**src/rtl/vec_alu_exec_pkg.sv**
```systemverilog
// Shared types for the vector ALU execute stage and the upstream decoder.
package vec_alu_exec_pkg;

    localparam int unsigned DEF_LANES = 4;
    localparam int unsigned DEF_W     = 8;

    typedef enum logic [2:0] {
        ALU_NOP  = 3'b000,
        ALU_PASS = 3'b001,
        ALU_ADD  = 3'b010,
        ALU_SUB  = 3'b011,
        ALU_MUL  = 3'b100,
        ALU_DIV  = 3'b101
    } alu_op_t;

    typedef enum logic {
        S_IDLE    = 1'b0,
        S_DIV_RUN = 1'b1
    } exec_state_t;

    // Ops whose result is registered on the accept edge.
    function automatic logic is_single_cycle(input alu_op_t op);
        return (op == ALU_PASS) || (op == ALU_ADD) || (op == ALU_SUB) || (op == ALU_MUL);
    endfunction

endpackage

```
**src/rtl/vec_alu_exec_vdiv_lane.sv**
```systemverilog
// One lane of the restoring divider: produces one quotient bit per step.
module vdiv_lane #(
    parameter int unsigned W = 8
) (
    input  logic         clk,
    input  logic         rst_n,
    input  logic         load,
    input  logic         step,
    input  logic [W-1:0] dividend,
    input  logic [W-1:0] divisor,
    output logic [W-1:0] quotient_next_c
);

    logic [W-1:0] rem;
    logic [W-1:0] quo;
    logic [W-1:0] dvs;
    logic [W:0]   shifted;
    logic [W:0]   diff;
    logic         ge;
    logic [W-1:0] rem_next;

    // Shift next dividend bit into the remainder; subtract if it fits.
    // A zero divisor always "fits", which yields an all-ones quotient.
    assign shifted         = {rem, quo[W-1]};
    assign diff            = shifted - {1'b0, dvs};
    assign ge              = (shifted >= {1'b0, dvs});
    assign rem_next        = W'(ge ? diff : shifted);
    assign quotient_next_c = {quo[W-2:0], ge};

    always_ff @(posedge clk or negedge rst_n) begin
        if (!rst_n) begin
            rem <= '0;
            quo <= '0;
            dvs <= '0;
        end else if (load) begin
            rem <= '0;
            quo <= dividend;
            dvs <= divisor;
        end else if (step) begin
            rem <= rem_next;
            quo <= quotient_next_c;
        end
    end

endmodule

```
**src/rtl/vec_alu_exec.sv**
```systemverilog
// Vector ALU execute stage: saturating add/sub, alpha multiply, iterative divide,
// with valid/ready handshakes on both sides.
module vec_alu_exec
    import vec_alu_exec_pkg::*;
#(
    parameter int unsigned LANES = DEF_LANES,
    parameter int unsigned W     = DEF_W
) (
    input  logic               clk,
    input  logic               rst_n,
    input  logic               in_valid,
    output logic               in_ready,
    input  logic [2:0]         alu_op,
    input  logic [LANES*W-1:0] op1,
    input  logic [LANES*W-1:0] op2,
    output logic               out_valid,
    input  logic               out_ready,
    output logic [LANES*W-1:0] result,
    output logic               flag_z,
    output logic               flag_n
);

    localparam int unsigned CNT_W = $clog2(W + 1);

    exec_state_t        state, state_next;
    logic [CNT_W-1:0]   cnt, cnt_next;
    logic [LANES*W-1:0] result_next;
    logic               out_valid_next;
    logic               flag_z_next, flag_n_next;
    logic               div_load, div_step;
    logic               accept;
    alu_op_t            op;
    logic [LANES*W-1:0] alu_vec;
    logic [LANES*W-1:0] div_q_next;

    assign op       = alu_op_t'(alu_op);
    assign in_ready = (state == S_IDLE) && (!out_valid || out_ready);
    assign accept   = in_valid && in_ready;

    for (genvar g = 0; g < LANES; g++) begin : g_lane
        logic [W-1:0] a, b, r, mul_hi;
        logic [W:0]   sum;

        assign a      = op1[g*W +: W];
        assign b      = op2[g*W +: W];
        assign sum    = {1'b0, a} + {1'b0, b};
        // High half of the 2W-bit product: fixed-point alpha scaling.
        assign mul_hi = W'(((2*W)'(a) * (2*W)'(b)) >> W);

        always_comb begin
            r = a;
            case (op)
                ALU_ADD: r = sum[W] ? '1 : sum[W-1:0];
                ALU_SUB: r = (a >= b) ? (a - b) : '0;
                ALU_MUL: r = mul_hi;
                default: r = a;
            endcase
        end

        assign alu_vec[g*W +: W] = r;

        vdiv_lane #(.W(W)) u_div (
            .clk             (clk),
            .rst_n           (rst_n),
            .load            (div_load),
            .step            (div_step),
            .dividend        (a),
            .divisor         (b),
            .quotient_next_c (div_q_next[g*W +: W])
        );
    end

    always_ff @(posedge clk or negedge rst_n) begin
        if (!rst_n) begin
            state     <= S_IDLE;
            cnt       <= '0;
            result    <= '0;
            out_valid <= 1'b0;
            flag_z    <= 1'b0;
            flag_n    <= 1'b0;
        end else begin
            state     <= state_next;
            cnt       <= cnt_next;
            result    <= result_next;
            out_valid <= out_valid_next;
            flag_z    <= flag_z_next;
            flag_n    <= flag_n_next;
        end
    end

    always_comb begin
        state_next     = state;
        cnt_next       = cnt;
        result_next    = result;
        out_valid_next = out_valid;
        flag_z_next    = flag_z;
        flag_n_next    = flag_n;
        div_load       = 1'b0;
        div_step       = 1'b0;

        if (out_valid && out_ready) begin
            out_valid_next = 1'b0;
        end

        case (state)
            S_IDLE: begin
                if (accept) begin
                    if (is_single_cycle(op)) begin
                        result_next    = alu_vec;
                        out_valid_next = 1'b1;
                        if (op == ALU_SUB) begin
                            flag_z_next = (op1[W-1:0] == op2[W-1:0]);
                            flag_n_next = (op1[W-1:0] <  op2[W-1:0]);
                        end
                    end else if (op == ALU_DIV) begin
                        div_load   = 1'b1;
                        cnt_next   = '0;
                        state_next = S_DIV_RUN;
                    end
                end
            end
            S_DIV_RUN: begin
                div_step = 1'b1;
                cnt_next = cnt + CNT_W'(1);
                if (cnt == CNT_W'(W - 1)) begin
                    result_next    = div_q_next;
                    out_valid_next = 1'b1;
                    state_next     = S_IDLE;
                end
            end
            default: state_next = S_IDLE;
        endcase
    end

endmodule

```
**config.mk**
```make
export PLATFORM = sky130hd
export DESIGN_NAME = vec_alu_exec
export DESIGN_NICKNAME = d
export VERILOG_FILES = /design/src/rtl/vec_alu_exec_pkg.sv /design/src/rtl/vec_alu_exec_vdiv_lane.sv /design/src/rtl/vec_alu_exec.sv
export SDC_FILE = /design/constraint.sdc
export NUM_CORES = 1
export LEC_CHECK = 0
export BUFFER_PORTS_ARGS = -buffer_cell sky130_fd_sc_hd__buf_2
export CAP_MARGIN = 40
export CORE_ASPECT_RATIO = 0.9
export CORE_MARGIN = 5
export CORE_UTILIZATION = 45
export DETAILED_ROUTE_END_ITERATION = 16
export SLEW_MARGIN = 25
export SYNTH_ARGS = -nofsm -noshare
export SYNTH_HDL_FRONTEND = slang
export SYNTH_SLANG_ARGS = --single-unit
export TNS_END_PERCENT = 1
```
**constraint.sdc**
```tcl
create_clock -name clk -period 2.8 [get_ports clk]
set_clock_uncertainty 0.2 [all_clocks]
set_input_delay 0.28 -clock clk [delete_from_list [all_inputs] [get_ports clk]]
set_output_delay 0.28 -clock clk [all_outputs]
set_load 0.03 [all_outputs]
```
==> run_results.csv <==
group,metric,value,unit
run_status,status,"complete, but fails checks",
run_status,violations,"setup timing",
drt,drtIter0Drc,969,
grt,antenna_found_initial,1,
cells_and_area,mostFrequentLayoutCells,"buf_4, inv_1, ha_1",
yosys,yosysTopAreaCellShare,18.9,%
floorplanning,ios,107,
clock_network,htreeDepth,4,
cells_and_area,nNetsFinal,2969,
worst_setup_path,cp-start-kind,"primary input",
clock_network,numCtsBuffers,17,
cells_and_area,area_growth,26.8,%
yosys,syn_inst,2108,
cells_and_area,regArea,3400,µm²
worst_setup_path,crit_type,"primary input to register",
drt,drc,0,
grt,grt_pass1_wl,89.0,mm
grt,grt_pass1_vias,17100,
cells_and_area,n_antenna_cell,0,
drt,num_vias,16400,
clock_network,clk_pin_slew_worst_paths,0.06,ns
grt,overflow,0,
worst_setup_path,crit_path_start,"op2[4]",
yosys,yosysUniqueCellTypes,74,
grt,track_usage,24.5,%
worst_setup_path,crit_arrival,4.26,ns
drt,dr.pass1.iters,5,
floorplanning,die_x,221,µm
cells_and_area,fillCellCount,3643,
placement,preCtsSetupSlack,-1.99,ns
yosys,synthTopCellsByArea,"dfrtp_1, fa_1, ha_1",
cells_and_area,layout_commonest_cell,"buf_4",
pwr,leakage,11.3,nW
yosys,synth_area_per_cell,8.55,µm²
sta,hold_slack,0.0297,ns
floorplanning,die_y,200,µm
placement,hpwl,44.0,mm
cells_and_area,drive_above_1_share,24.2,%
pwr,p_per_area,840,nW/µm²
sta,worstMarginPinSlew,0.837,ns
floorplanning,core_area,39500,µm²
floorplanning,dieArea,44200,µm²
yosys,yosysTopAreaCell,"dfrtp_1",
worst_setup_path,crit_required,2.90,ns
sta,max_freq,0.240,GHz
clock_network,cts_tree,"yes",
sta,finalCritPeriodShare,149,%
pwr,ir_drop,0.545,mV
sta,rsz0062_at_grt,"true",
sta,finalCriticalPeriod,4.16,ns
yosys,synthFlopType,"dfrtp_1",
drt,wl,54.0,mm
drt,wire_per_inst,17.6,µm
yosys,synth_edf_count,0,
sta,final_max_slew_viol_count,0,
floorplanning,initial_core_util,45.6,%
drt,viasPerCell,5.35,
worst_hold_path,holdCritStartpoint,"op2[10]",
yosys,yosysWarnings,0,
sta,setup_violations,32,
yosys,synth.yosys.seq_area_share,18.9,%
clock_network,clockBufferDepth,2,
run,max_cap_violations,0,
worst_setup_path,path_max_fanout,6,
sta,fin_ws,-1.36,ns
yosys,syn_nets,2560,
worst_setup_path,reg2reg_from,"g_lane[0].u_div.dvs[1]",
yosys,syn_area,18000,µm²
floorplanning,rows,69,
yosys,async_flop_share,100,%
worst_hold_path,holdCritPathClass,"primary input to register",
clock_network,root_buffer,"clkbuf_16",
sta,relSlewSlack,44.1,%
placement,numPortBuffers,106,
worst_setup_path,cp-end-kind,"register",
drt,ant_nets,0,
yosys,synth-seq-cells,136,
grt,grt_max_degree,129,
clock_network,clock-sinks,136,
cells_and_area,multiInputGateArea,13700,µm²
placement,gp_congestion,0.938,
clock_network,clock_latency,0.42,ns
sta,hold_viol,0,
synthesized netlist by cell type, types with 7 or more instances:
| master | count |
|---|---|
| a211o_1 | 8 |
| a211oi_1 | 22 |
| a21o_1 | 30 |
| a21oi_1 | 126 |
| a221o_1 | 9 |
| a221oi_1 | 15 |
| a22oi_1 | 10 |
| a31oi_1 | 11 |
| and2_1 | 136 |
| and3_1 | 9 |
| buf_2 | 16 |
| clkbuf_1 | 51 |
| dfrtp_1 | 136 |
| fa_1 | 152 |
| ha_1 | 229 |
| inv_1 | 273 |
| mux2i_1 | 28 |
| nand2_1 | 170 |
| nand2b_1 | 25 |
| nand3_1 | 24 |
| nand4_1 | 23 |
| nor2_1 | 148 |
| nor2b_1 | 32 |
| nor3_1 | 46 |
| nor3b_1 | 7 |
| o211ai_1 | 8 |
| o21a_1 | 17 |
| o21ai_0 | 146 |
| o21bai_1 | 13 |
| o22ai_1 | 12 |
| xnor2_1 | 54 |
| xor2_1 | 29 |
worst paths after layout:
kind / depth (start not counted) / endpoint / slack [ns]
max reg2reg: 11 / g_lane[0].u_div.rem[0] / 0.22
min reg2reg: 2 / g_lane[0].u_div.dvs[0] / 0.29
max in group asynchronous: 3 / g_lane[3].u_div.dvs[2] / 1.31
min: 4 / g_lane[1].u_div.dvs[2] / 0.03
min in group asynchronous: 2 / g_lane[1].u_div.dvs[5] / 0.16
max: 16 / result[7] / -1.36
routing by layer:
layer | track usage (%) | wire length (µm) | share of wire (%) | up-vias
met5 | 0 | 13 | 0.024 | -
met3 | 3.58 | 2780 | 5.1 | 61
li1 | - | - | - | 7934
met1 | 34.3 | 25400 | 47 | 7986
met2 | 41.0 | 24900 | 46 | 395
met4 | 5.24 | 935 | 1.7 | 2
stage by stage:
stage / cell area, µm² / total power [W] / utilization [%] / TNS, ns / std cells
global route: 22900 / 0.0210 / 57.8 / -44.54 / 3062
finish: 22900 / 0.0192 / 57.8 / -39.34 / 3062
CTS: 22700 / 0.0190 / 57.4 / -39.55 / 3060
floorplan: 18200 / 0.0121 / - / -42.62 / 2108
global placement: 21800 / 0.0158 / 55.1 / -55.07 / 3022
detailed placement: 21800 / 0.0161 / 55.1 / -57.25 / 3024
critical path, stage by stage:
cell     delay [ns]
buf_2          0.15
ha_2           0.21
fa_1           0.56
fa_1           0.44
fa_1           0.49
inv_1          0.05
fa_1           0.52
inv_1          0.06
ha_4           0.28
and3_4         0.18
nand4_1        0.16
a21oi_4        0.24
nand4_1        0.10
nand2_1        0.09
xnor2_1        0.10
a311o_1        0.35
registers in the layout, indices dropped and copies added (netlist names):
name              cells
state                 1
cnt                   4
out_valid             1
g_lane.u_div.rem     32
flag_z                1
g_lane.u_div.dvs     32
g_lane.u_div.quo     32
flag_n                1
result               32
report_power, final:
| part | switching, W | total (W) | internal, W |
|---|---|---|---|
| registers | 0.000726 | 0.00366 | 0.00293 |
| logic | 0.00712 | 0.0130 | 0.00588 |
| clock network | 0.000923 | 0.00256 | 0.00164 |
| total | 0.00877 | 0.0192 | 0.0105 |
area by class of cell:
class	instances	area share [%]
sequential	136	14.9
inverter	274	4.54
clock inverter	13	0.946
tap	532	2.91
multi-input combinational	1621	59.9
clock buffer	19	1.98
timing repair buffer	467	14.8
repair_timing:
item | 4_1_cts | 5_1_grt
endpoints found under the setup margin | 32 | 51
hold buffers | 1 | 0
gates resized for setup | 56 | 50
pin swaps | 48 | 30
buffers inserted | 3 | 2
endpoints found under the hold margin | 47 | 0
cells by family (layout without fill, tap and decap cells):
group | after synthesis | in the layout | synth area share, %
buf+inv | 351 | 773 | 7.61
simple gates | 642 | 642 | 17.6
fa+ha+maj | 381 | 381 | 32.8
flops | 136 | 136 | 18.9
xor+xnor | 83 | 83 | 4.03
mux | 30 | 30 | 1.68
compound gates | 485 | 485 | 17.5
No activity file was read; power rests on OpenSTA's default activity.
